File: src/rtl/temp_a_packer.sv
// Packs a serial coefficient stream into 48b/50b pair words for the Temp_A dual-bank buffer,
// alternating bank halves and back-pressuring on FIFO occupancy. Optional padding: TEMP_A_PAD_EN.
module temp_a_packer #(
  parameter int DEPTH = 512,
  parameter int CNT_W = 10
) (
  input  logic        clk,
  input  logic        rst,
  input  logic        in_valid,
  output logic        in_ready,
  input  logic [24:0] in_data,
  input  logic        in_last,
  input  logic        t_rd_flag,
  input  logic        t_choose,
  output logic        t_wr_flag,
  output logic        t_wr_half,
  output logic [47:0] din_24,
  output logic [49:0] din_25,
  output logic        frame_done
);

  typedef enum logic [2:0] {
    S_C0   = 3'd0,
    S_C1   = 3'd1,
    S_HOLD = 3'd2,
`ifdef TEMP_A_PAD_EN
    S_PAD  = 3'd4,
`endif
    S_WR   = 3'd3
  } state_t;

  localparam logic [CNT_W-1:0] FULL = CNT_W'(DEPTH);

  state_t           state_q, state_d;
  logic             half_q, half_d;
  logic [24:0]      c0_q, c0_d;
  logic             last_q, last_d;
  logic             wr_q, wr_d;
  logic             wr_half_q, wr_half_d;
  logic [47:0]      d24_q, d24_d;
  logic [49:0]      d25_q, d25_d;
  logic             fd_q, fd_d;
  logic [CNT_W-1:0] occ48_q [2];
  logic [CNT_W-1:0] occ48_d [2];
  logic [CNT_W-1:0] occ50_q [2];
  logic [CNT_W-1:0] occ50_d [2];
  logic [1:0]       credit_s;
  logic             cur_credit_s;
  logic             rdy_s;
  logic             rsv_s;

  always_comb begin
    for (int h = 0; h < 2; h++) begin
      credit_s[h] = (occ48_q[h] < FULL) && (occ50_q[h] < FULL);
    end
    cur_credit_s = credit_s[half_q];
  end

  // Occupancy: a reservation adds to both FIFOs of its half, reads drain both halves of one width.
  always_comb begin
    for (int h = 0; h < 2; h++) begin
      logic inc_s, dec48_s, dec50_s;
      inc_s   = rsv_s && (half_q == h[0]);
      dec48_s = t_rd_flag && !t_choose && (occ48_q[h] != '0);
      dec50_s = t_rd_flag && t_choose && (occ50_q[h] != '0);
      occ48_d[h] = occ48_q[h];
      occ50_d[h] = occ50_q[h];
      if (inc_s && !dec48_s) begin
        occ48_d[h] = occ48_q[h] + 1'b1;
      end else if (!inc_s && dec48_s) begin
        occ48_d[h] = occ48_q[h] - 1'b1;
      end else begin
        occ48_d[h] = occ48_q[h];
      end
      if (inc_s && !dec50_s) begin
        occ50_d[h] = occ50_q[h] + 1'b1;
      end else if (!inc_s && dec50_s) begin
        occ50_d[h] = occ50_q[h] - 1'b1;
      end else begin
        occ50_d[h] = occ50_q[h];
      end
    end
  end

  always_comb begin
    state_d   = state_q;
    half_d    = half_q;
    c0_d      = c0_q;
    last_d    = last_q;
    wr_d      = 1'b0;
    wr_half_d = wr_half_q;
    d24_d     = d24_q;
    d25_d     = d25_q;
    fd_d      = 1'b0;
    rdy_s     = 1'b0;
    rsv_s     = 1'b0;
    case (state_q)
      S_C0: begin
        rdy_s = 1'b1;
        if (in_valid) begin
          c0_d   = in_data;
          last_d = in_last;
          if (!in_last) begin
            state_d = S_C1;
          end else if (cur_credit_s) begin
            rsv_s     = 1'b1;
            wr_d      = 1'b1;
            wr_half_d = half_q;
            d24_d     = {in_data[23:0], 24'd0};
            d25_d     = {in_data, 25'd0};
            state_d   = S_WR;
          end else begin
            state_d = S_HOLD;
          end
        end else begin
          state_d = S_C0;
        end
      end
      S_C1: begin
        rdy_s = cur_credit_s;
        if (in_valid && cur_credit_s) begin
          rsv_s     = 1'b1;
          wr_d      = 1'b1;
          wr_half_d = half_q;
          d24_d     = {c0_q[23:0], in_data[23:0]};
          d25_d     = {c0_q, in_data};
          last_d    = in_last;
          state_d   = S_WR;
        end else begin
          state_d = S_C1;
        end
      end
      // Lone tail coefficient waiting for room in its half.
      S_HOLD: begin
        if (cur_credit_s) begin
          rsv_s     = 1'b1;
          wr_d      = 1'b1;
          wr_half_d = half_q;
          d24_d     = {c0_q[23:0], 24'd0};
          d25_d     = {c0_q, 25'd0};
          state_d   = S_WR;
        end else begin
          state_d = S_HOLD;
        end
      end
      S_WR: begin
        half_d = ~half_q;
        if (!last_q) begin
          state_d = S_C0;
`ifdef TEMP_A_PAD_EN
        end else if (!half_q) begin
          state_d = S_PAD;
`endif
        end else begin
          fd_d    = 1'b1;
          last_d  = 1'b0;
          state_d = S_C0;
        end
      end
`ifdef TEMP_A_PAD_EN
      // Zero word to half 1 rebalances the banks; it re-enters S_WR, which then ends the frame.
      S_PAD: begin
        if (cur_credit_s) begin
          rsv_s     = 1'b1;
          wr_d      = 1'b1;
          wr_half_d = half_q;
          d24_d     = 48'd0;
          d25_d     = 50'd0;
          state_d   = S_WR;
        end else begin
          state_d = S_PAD;
        end
      end
`endif
      default: begin
        state_d = S_C0;
      end
    endcase
  end

  always_ff @(posedge clk) begin
    if (!rst) begin
      state_q   <= S_C0;
      half_q    <= 1'b0;
      c0_q      <= 25'd0;
      last_q    <= 1'b0;
      wr_q      <= 1'b0;
      wr_half_q <= 1'b0;
      d24_q     <= 48'd0;
      d25_q     <= 50'd0;
      fd_q      <= 1'b0;
      for (int h = 0; h < 2; h++) begin
        occ48_q[h] <= '0;
        occ50_q[h] <= '0;
      end
    end else begin
      state_q   <= state_d;
      half_q    <= half_d;
      c0_q      <= c0_d;
      last_q    <= last_d;
      wr_q      <= wr_d;
      wr_half_q <= wr_half_d;
      d24_q     <= d24_d;
      d25_q     <= d25_d;
      fd_q      <= fd_d;
      for (int h = 0; h < 2; h++) begin
        occ48_q[h] <= occ48_d[h];
        occ50_q[h] <= occ50_d[h];
      end
    end
  end

  assign in_ready   = rst && rdy_s;
  assign t_wr_flag  = wr_q;
  assign t_wr_half  = wr_half_q;
  assign din_24     = d24_q;
  assign din_25     = d25_q;
  assign frame_done = fd_q;

endmodule

File: config.mk
export PLATFORM = sky130hd
export DESIGN_NAME = temp_a_packer
export DESIGN_NICKNAME = d
export VERILOG_FILES = /design/src/rtl/temp_a_packer.sv
export SDC_FILE = /design/constraint.sdc
export NUM_CORES = 1
export LEC_CHECK = 0
export BUFFER_PORTS_ARGS = -buffer_cell sky130_fd_sc_hd__buf_2
export CAP_MARGIN = 40
export CORE_ASPECT_RATIO = 1.25
export CORE_MARGIN = 2
export CORE_UTILIZATION = 45
export DETAILED_ROUTE_END_ITERATION = 16
export PLACE_DENSITY_LB_ADDON = 0.05
export SYNTH_ARGS = -nofsm -noshare
export SYNTH_HDL_FRONTEND = slang
export SYNTH_SLANG_ARGS = --single-unit
File: constraint.sdc
create_clock -name clk -period 3.1 [get_ports clk]
set_input_delay 0.31 -clock clk [delete_from_list [all_inputs] [get_ports clk]]
set_output_delay 0.31 -clock clk [all_outputs]
set_load 0.05 [all_outputs]
Word-level counts from Yosys, hierarchy flattened
Memory sizes are Yosys's and may differ from the RTL's. Cells that the tools add are included.

Bits in writable memories: 40. Logic and storage cells: 124. Register bits after elaboration: 131. ROM bits: 0. Memories kept: 2. Latch bits: 0. Input port bits: 31.

Memory list: occ48_q (depth 2, width 10, read ports 2, clocked after memory_dff 0, wr ports 2, line 43) `logic [CNT_W-1:0] occ48_q [2];`; occ50_q (depth 2, width 10, read ports 2, clocked after memory_dff 0, wr ports 2, line 45) `logic [CNT_W-1:0] occ50_q [2];`.

$lt $le $gt $ge: 5. Bitwise gates (word level): 5. Divide/modulo/power cells: 0. Eq/ne operators: 8. $mul: 0. $add $sub $neg: 8. Shifts and indexed selects: 0. Reductions and logical operators: 39. Multiplexer cells: 48.

Operator list (number): $mux W50 (5); $mux W48 (5); $pmux W50 S3 (1); $pmux W48 S3 (1); $mux W10 (12); $add A10 B1 Y10 const B (4); $lt A10 B10 Y1 const B (4); $reduce_bool A10 Y1 (4); $sub A10 B1 Y10 const B (4); $logic_and A1 B1 Y1 (20); $mux W1 (16); $ne A2 B2 Y1 const B (5); $pmux W1 S3 (3); $pmux W3 S3 (1); $logic_not A1 Y1 (7); $eq A3 B2 Y1 const B (2); $reduce_and A6 Y1 (1); $reduce_bool A3 Y1 (2); $mux W2 (2); $or A1 B1 Y1 (4); $reduce_and A2 Y1 (2); $reduce_and A4 Y1 (1); $eq A3 B1 Y1 const B (1); $logic_not A3 Y1 (1); other kinds (5) (5).

Depth between registers and ports, before layout
Gate-level depths: netlist of run 1. An unclocked memory read counts as a cell.

Depth after elaboration: 15. Depth in mapped cells: 14. Mapped depth without buffers: 14.

Least setup slack after synthesis of run 1
Ideal clock, no wire load.

Path type: reg2reg. From: reg half_q. To: mem occ50_q[0][9]. Arrival: 3.160 ns. Slack: -0.132 ns. Path buffers: 0. Stages on the path, launching flop included: 14. Period minus slack after synthesis: 3.232 ns. Data required time: 3.028 ns. Path through: dfxtp_1 -> nor3b_4 -> o21ai_0 -> a21boi_0 -> o21bai_1 -> nor4_1 -> ha_1 -> inv_1 -> ha_1 -> and2_1 -> nor4_1 -> a211oi_1 -> nor4_1 -> mux2i_1.

RTL lines: start: declaration (line 35) `logic half_q, half_d;`; start signal: assignment (line 198) `half_q <= half_d;`; end: declaration (line 45).

==> impl_metrics.toml, run 1 <==
[finish]
finalNonFillerCells = 1204
fin_util = 0.5917
drive_gt1_frac = 0.3043
syn2layout_area_growth_pct = 28.35
fin_area_um2 = 8847
fill_cells = 1374
antenna_cells = 0
nNetsFinal = 1086

[clock_tree]
cts_root_buf = "clkbuf_16"
cts_sinks = 122
h-tree-depth = 4
cts_made_buffers = 17
clk_latency_ns = 0.42
postCtsHoldBufs = 0
clkTransAtPathRegs_ns = 0.06
cts_tree = "done"
clk_path_buf_depth = 2

[die]
rows = 50
core_um2 = 14950
fp.dieH_um = 142.4
start_util = 0.4610
die_w_um = 114.7
ioPinCount = 133
die-area_um2 = 16330

[synthesis]
yosys_warnings = 0
synth_mux_area_frac = 0.008713
synth_seq_cells = 122
synth_top_family_by_area = "compound AO/OA/AOI/OAI gates"
synthesis.nets = 937
ys_types = 56
synth_edf_count = 0
synth_fa_ha_area_frac = 0.08786
async_reset_ff_frac = 0
synth_xor_area_frac = 0.01652
syn_area_per_cell_um2 = 8.015
synthCells = 860
synth-compound-area-share = 0.2231
yosys.area_share.simple = 0.2182
ys.flop_type = "dfxtp_1"
syn_area_um2 = 6893
ys_seq_area_frac = 0.3543

[placement]
port_buffers = 132
post-place-cells = 1167
place_area_um2 = 7941
dpl.hpwl_um = 13000
gp_congestion = 0.8066

[detailed_routing]
firstDrtPassIters = 7
routedWlPerCell_um = 14.99
drtAntennaViolNets = 0
drc = 0
drt_iter0_markers = 402
wirelength_um = 18050
vias = 6636
vias_per_cell = 5.512

[run_status]
status = "complete, no violations"

[timing]
finalHoldViolCount = 0
fmax_ghz = 0.3393
finalCriticalPeriod_ns = 2.947
final.setup_skew_ns = 0.008421
drv_slew = 0
timing.max_slew.rel_slack = 0.5770
rsz0062_at_grt = "yes"
worst_pin_slew_ns = 0.6336
setup_viol = 0
final.setup.tns_ns = 0
min_period_over_period = 0.9508

[power]
p_per_area_nw_per_um2 = 1198
intPower_w = 0.005917
p_seq_frac = 0.216
clkPwrFrac = 0.211
switchingPower_w = 0.004685
p_leak_nw = 3.871
comb_power_share = 0.573
ir_drop_mv = 0.5109
switching_share = 0.4419

[worst_setup_path]
path_class = "flop to flop"
arrival_ns = 3.22
worstPathMaxFanout = 4
end_kind = "flop"
crit_chain = "buf_4, nor4_2, nand4_1, nand3_1, ha_2, buf_4, buf_4, fa_2, nor2b_1, o31a_1, o41ai_2, buf_4, o311ai_1"
start_kind = "flop"
slowest_stage = "nor4_2"
cpPeakStageDelay_ns = 0.35
cp_common_cell = "buf_4"
crit_required_ns = 3.37

[global_routing]
grt_max_degree = 101
track_usage = 0.2220
overflow = 0
grt_pass1_wl_um = 29390
grt_pass1_vias = 6349
antenna_found_initial = 1

[worst_hold_path]
hold_path.class = "input pin to flop"

[run]
max-cap-violations = 0
-- area by class of cell --
class / instances / area [um2] / share of cell area
Inverter: 25 / 98.84 / 0.01117
Sequential cell: 122 / 2447 / 0.2766
Timing Repair Buffer: 223 / 1380 / 0.1560
Clock buffer: 19 / 452.9 / 0.05119
Multi-Input combinational cell: 620 / 4026 / 0.4551
Tap cell: 182 / 227.7 / 0.02574
Clock inverter: 13 / 214.0 / 0.02418
-- state kept, by name, indices dropped and copies added, names as in the netlist --
signal and count:
c0_q 25, frame_done 1, last_q 1, occ50_q 20
state_q 2, din_25 3, half_q 1, t_wr_flag 1
occ48_q 20, t_wr_half 1, din_24 47
-- critical path, delay by kind of cell, from the launching register on --
family                   cells  cell delay (ns)
flip-flops                   1             0.33
AND/OR/NAND/NOR              4             0.79
AO/OA/AOI/OAI                3             0.72
buffers and inverters        4             0.53
adder cells (fa/ha/maj)      2             0.40
-- repair_timing --
action | 4_1_cts | 5_1_grt
resized for setup | 26 | 28
pin swaps | 13 | 15
setup buffers | 2 | 3
setup endpoints to repair | 12 | 21
-- cells in the mapped netlist, types with 15 or more instances --
library cell    n  area share
clkbuf_1       36       0.020
a21oi_1        82       0.060
nand2_1       106       0.058
nor2_1         74       0.040
dfxtp_1       122        0.35
nor2b_1        32       0.029
ha_1           42       0.076
inv_1          25       0.014
nor4_1         15       0.014
buf_4          48       0.052
a211oi_1       38       0.041
nand3_1        35       0.025
o21ai_0        45       0.033
-- logic make-up (layout without fill, tap and decap cells) --
group,Yosys count,count (layout)
and+or+nand+nor,315,315
AOI/OAI and AO/OA,240,240
DFF,122,122
buffers and inverters,118,280
adders and majority gates,46,46
xor gates and xnor gates,13,13
muxes,6,6
-- power groups by stage --
stage | clock network (W) | registers (W) | logic, W
detailed placement | 0 | 0.00230 | 0.00578
finish | 0.00224 | 0.00229 | 0.00607
global route | 0.00236 | 0.00234 | 0.00665
floorplan | 0 | 0.00276 | 0.00373
CTS | 0.00228 | 0.00228 | 0.00596
global placement | 0 | 0.00229 | 0.00567
-- metal layers --
| layer | routed length [um] | part of all wire | track usage |
|---|---|---|---|
| met4 | 381 | 0.021 | 0.08434 |
| met2 | 9262 | 0.51 | 0.4011 |
| met5 | 13 | 0.00072 | 0 |
| met1 | 7631 | 0.42 | 0.2491 |
| met3 | 759 | 0.042 | 0.05579 |
-- final timing paths --
check                                   start            end  slack (ns)  cells after the start
worst max-delay path            occ50_q[0][9]  occ50_q[0][8]        0.15                     13
worst min-delay path              in_data[19]     din_24[19]        0.15                      3
worst max register to register  occ50_q[0][9]  occ50_q[0][8]        0.15                     13
worst min register to register        c0_q[8]        c0_q[8]        0.45                      2
-- cell usage in the layout (no fill, tap or decap), types with 18 or more instances in the layout --
master / netlist / final
buf_2: 5 / 132
dfxtp_1: 122 / 118
nand2_1: 106 / 106
buf_4: 48 / 87
a21oi_1: 82 / 80
nor2_1: 74 / 73
o21ai_0: 45 / 41
nand3_1: 35 / 35
a211oi_1: 38 / 35
ha_1: 42 / 35
nor2b_1: 32 / 32
inv_1: 25 / 18
-- through the flow --
stage | worst slack, ns | total power, W | hold WS, ns
after CTS | -0.03257 | 0.01052 | 0.1284
after floorplan | -0.02268 | 0.006491 | 0.4367
after global routing | -0.06064 | 0.01135 | 0.1454
after detailed placement | -0.1563 | 0.008085 | 0.4469
after global placement | -0.1023 | 0.007960 | 0.4415
final | 0.1525 | 0.01060 | 0.1463
Note: power is estimated with default switching activity, not from simulation.
==> run 2, diff against run 1 <==
Settings changed: CORE_UTILIZATION 45 to 50.
Clock period 3.1 ns to 2.6 ns, I/O delays scaled along.
==> impl_metrics.toml, run 2 (synthesis results as in run 1) <==
[die]
ioPinCount = 133
die_w_um = 109.0
core_um2 = 13350
fp.dieH_um = 135.3
die-area_um2 = 14750
start_util = 0.5164
rows = 47

[worst_setup_path]
path_class = "flop to flop"
rrSetupSlack_ns = -0.27
cp_num_buf_inv = 4
rr_endpoint = "occ50_q[0][8]"
cp_common_cell = "buf_6"
reg2reg_from = "half_q"
reg2reg_depth = 16
slowest_stage = "dfxtp_4"
cpPeakStageDelay_ns = 0.35
start_kind = "flop"
crit_chain = "buf_6, nor3_4, o21ai_2, a21boi_2, o21bai_4, nor4_4, ha_2, inv_6, ha_4, nor2b_4, o31a_1, buf_4, buf_6, o41ai_4, nand2_1, o311ai_1"
arrival_ns = 3.20
crit_family = "compound AO/OA/AOI/OAI gates"
end_kind = "flop"
worstPathMaxFanout = 9
crit_required_ns = 2.93

[timing]
fmax_ghz = 0.3489
worst_pin_slew_ns = 0.6805
finalHoldViolCount = 0
rsz0062_at_grt = "yes"
min_period_over_period = 1.102
drv_slew = 0
finalCriticalPeriod_ns = 2.866
setup_slack_ns = -0.2660
whs_ns = 0.08744
final.setup_skew_ns = 0.007011
setup_viol = 25
timing.max_slew.rel_slack = 0.5457

[power]
p_seq_frac = 0.180
comb_power_share = 0.644
intPower_w = 0.008388
p_leak_nw = 4.316
ir_drop_mv = 1.141
switchingPower_w = 0.006657
clkPwrFrac = 0.176
p_per_area_nw_per_um2 = 1482
switching_share = 0.4425

[finish]
finalNonFillerCells = 1248
final_cell_mix = "buf_2, buf_4, dfxtp_1, nand2_1, a21oi_1"
antenna_cells = 0
largest_reg_flops = 47
nNetsFinal = 1142
syn2layout_area_growth_pct = 47.27
fill_cells = 949
drive_gt1_frac = 0.4150
layout_commonest_cell = "buf_2"

[detailed_routing]
firstDrtPassIters = 5
drc = 0
drtAntennaViolNets = 0
wirelength_um = 20660
routedWlPerCell_um = 16.56
vias = 6963
vias_per_cell = 5.579
drt_iter0_markers = 380

[run]
max-cap-violations = 0

[worst_hold_path]
worstHoldEndpoint = "din_24[17]"
holdPathStages = 3
hold_path.class = "input pin to flop"
holdCritStartpoint = "in_data[17]"

[clock_tree]
h-tree-depth = 4
clk_latency_ns = 0.43
cts_root_buf = "clkbuf_16"
cts_sinks = 122
cts_made_buffers = 17
cts_tree = "done"
clk_path_buf_depth = 2
postCtsHoldBufs = 0
clkTransAtPathRegs_ns = 0.06

[placement]
post-place-cells = 1194
dpl.hpwl_um = 13480
port_buffers = 132
gp_congestion = 0.8728

[global_routing]
track_usage = 0.2770
overflow = 0
grt_pass1_wl_um = 32540
grt_pass1_vias = 6802
grt_max_degree = 101
antenna_found_initial = 0

[run_status]
violations = "setup timing"
status = "complete, but fails checks"
[run 2: cell count changes in the layout (fill, tap and decap cells not counted), sizes merged]
cell	previous run	this run
clkbuf	19	18
buf	223	279
clkinv	3	2
clkinvlp	2	3
[run 2: timing repair]
action / in CTS / in global routing
setup endpoints to repair: 29 / 31
gates resized for setup: 72 / 55
buffers inserted: 11 / 13
pin swaps: 43 / 34
[run 2: tightest hold or removal path, delay by kind of cell]
family / cells / cell delay [ns]
buffers and inverters: 1 / 0.10
AOI/OAI and AO/OA: 1 / 0.07
and+or+nand+nor: 1 / 0.05
[run 2: power groups by stage]
stage	clock [W]	sequential, W	combinational (W)
after global placement	0	0.00270	0.00770
after detailed placement	0	0.00272	0.00793
after floorplan	0	0.00334	0.00508
after global routing	0.00277	0.00277	0.0104
final	0.00265	0.00271	0.00968
after CTS	0.00267	0.00269	0.00880
[run 2: through the flow]
stage               setup TNS (ns)  area (um2)  power, W  worst slack, ns    util
floorplan                   -3.713        7356  0.008421          -0.3667       -
global placement            -5.680        8636   0.01040          -0.3247  0.6469
detailed placement          -7.867        8662   0.01065          -0.4304  0.6489
CTS                         -4.506        9779   0.01417          -0.2830  0.7326
global route                -8.732       10150   0.01595          -0.4526  0.7604
finish                      -4.227       10150   0.01505          -0.2660  0.7604
[run 2: worst max path at each step]
stage | start | endpoint | depth (start not counted)
after CTS | half_q | occ50_q[0][6] | 13
after global placement | half_q | occ50_q[0][9] | 13
after detailed placement | half_q | occ50_q[0][6] | 13
final | half_q | occ50_q[0][8] | 16
after floorplan | half_q | occ50_q[0][9] | 13
after global routing | half_q | occ50_q[0][9] | 14
[run 2: layout make-up]
type,instances,area (um2),area share
Clock inverter,13,216.5,0.02132
Inverter,25,121.4,0.01196
Clock buffer,18,439.2,0.04326
Sequential cell,122,2449,0.2412
Multi-Input combinational cell,620,4833,0.4761
Timing Repair Buffer,279,1878,0.1850
Tap cell,171,214.0,0.02108
[run 2: routing by layer]
| layer | vias to the layer above | GRT usage | part of all wire | routed length (um) |
|---|---|---|---|---|
| li1 | 3415 | - | - | - |
| met1 | 3337 | 0.3077 | 0.40 | 8309 |
| met2 | 173 | 0.5035 | 0.53 | 10910 |
| met3 | 38 | 0.06638 | 0.046 | 954 |
| met4 | 0 | 0.1040 | 0.024 | 486 |
| met5 | - | 0 | 0 | 0 |
==> run 3, diff against run 2 <==
Settings changed: CORE_UTILIZATION 50 to 40.
==> impl_metrics.toml, run 3 (synthesis results as in run 1) <==
[die]
start_util = 0.4092
rows = 53
die-area_um2 = 18300
core_um2 = 16840
fp.dieH_um = 150.8
ioPinCount = 133
die_w_um = 121.4

[worst_hold_path]
hold_path.class = "input pin to flop"
holdCritStartpoint = "in_data[15]"
worstHoldEndpoint = "din_24[15]"
holdPathStages = 3

[power]
ir_drop_mv = 0.9551
p_leak_nw = 4.255
p_per_area_nw_per_um2 = 1451

[worst_setup_path]
worstPathMaxFanout = 5
path_class = "flop to flop"
rrSetupSlack_ns = -0.22
arrival_ns = 3.13
end_kind = "flop"
crit_required_ns = 2.91
start_kind = "flop"
reg2reg_from = "half_q"
rr_endpoint = "occ50_q[0][6]"
reg2reg_depth = 14

[clock_tree]
clk_latency_ns = 0.42
cts_tree = "done"
cts_made_buffers = 17
cts_root_buf = "clkbuf_16"
postCtsHoldBufs = 0
cts_sinks = 122
clk_path_buf_depth = 2
h-tree-depth = 4
clkTransAtPathRegs_ns = 0.06

[finish]
fill_cells = 1524
fin_area_um2 = 10000
syn2layout_area_growth_pct = 45.14
drive_gt1_frac = 0.4011
fin_util = 0.5940
largest_reg_flops = 47
antenna_cells = 0
layout_commonest_cell = "buf_2"
final_cell_mix = "buf_2, buf_4, dfxtp_1, nand2_1, a21oi_1"
nNetsFinal = 1136

[global_routing]
track_usage = 0.2136
grt_pass1_wl_um = 31610
grt_pass1_vias = 6719
grt_max_degree = 101
antenna_found_initial = 1
overflow = 0

[placement]
dpl.hpwl_um = 13820
place_area_um2 = 8767
port_buffers = 132
gp_congestion = 0.8231

[timing]
drv_slew = 0
timing.max_slew.rel_slack = 0.6031
worst_pin_slew_ns = 0.5953
finalHoldViolCount = 0
setup_viol = 21
finalCriticalPeriod_ns = 2.820
fmax_ghz = 0.3546
final.setup_skew_ns = 0.007152
rsz0062_at_grt = "yes"
min_period_over_period = 1.085
setup_slack_ns = -0.2199

[detailed_routing]
vias = 6851
vias_per_cell = 5.303
wirelength_um = 19650
drt_iter0_markers = 374
drtAntennaViolNets = 0
drc = 0
firstDrtPassIters = 5
routedWlPerCell_um = 15.21

[run]
max-cap-violations = 0

[run_status]
status = "complete, but fails checks"
violations = "setup timing"
## run 3: changes by cell type in the layout (fill, tap and decap cells not counted), sizes merged
cell | before | now
clkinvlp | 3 | 1
inv | 28 | 35
clkinv | 2 | 1
bufinv | 5 | 4
buf | 279 | 271
## run 3: cell type report
type                    count  area (um2)  area share
multi-input cells         620        4758      0.4756
flip-flops and latches    122        2449      0.2447
repair buffers            271        1750      0.1750
clock buffers              18       429.2     0.04290
well taps                 220       275.3     0.02751
clock inverters            14       206.4     0.02064
inverters                  25       123.9     0.01238
repair inverters            2       12.51    0.001251
## run 3: worst max path at each step
stage,start,endpoint,slack (ns),cells past startpoint
6_report,half_q,occ50_q[0][6],-0.22,14
5_1_grt,half_q,occ50_q[0][6],-0.38,14
4_1_cts,half_q,occ50_q[0][6],-0.23,13
3_5_place_dp,half_q,occ48_q[0][19],-0.52,13
3_3_place_gp,half_q,occ48_q[0][19],-0.46,13
2_1_floorplan,half_q,occ50_q[0][9],-0.37,13
## run 3: timing repair
item,CTS,global route
resized for setup,58,45
endpoints found under the setup margin,30,29
pin swaps,33,32
cloned,1,1
setup buffers,4,5
## run 3: metal layers
metal,track usage,share of wire
met3,0.03598,0.034
met2,0.3904,0.52
met4,0.07931,0.020
met1,0.2483,0.43
met5,0,0.00081
## run 3: critical path, stage by stage, from the launching register on
cell	delay, ns
dfxtp_4	0.36
nor3b_4	0.21
o21ai_2	0.09
a21boi_2	0.18
o21bai_4	0.10
nor4_4	0.15
buf_4	0.16
ha_4	0.19
inv_8	0.06
ha_4	0.22
nor2b_4	0.13
o31a_1	0.28
o21ai_2	0.15
a2111oi_2	0.08
a311o_1	0.34
## run 3: where the power goes
| part | internal [W] | leakage [nW] | switching (W) |
|---|---|---|---|
| Sequential | 0.00234 | 1.00 | 0.000340 |
| Clock | 0.00163 | 0.309 | 0.000956 |
| Combinational | 0.00412 | 2.95 | 0.00514 |
## run 3: stage by stage
step	total power (W)	hold slack, ns	cells	TNS (ns)	worst slack, ns
detailed placement	0.01066	0.4474	1250	-10.35	-0.5244
global placement	0.01050	0.4417	1248	-7.307	-0.4616
floorplan	0.008421	0.3904	860	-3.713	-0.3667
finish	0.01452	0.08922	1292	-2.679	-0.2199
CTS	0.01397	0.07539	1287	-3.647	-0.2329
global route	0.01550	0.09731	1292	-6.794	-0.3833
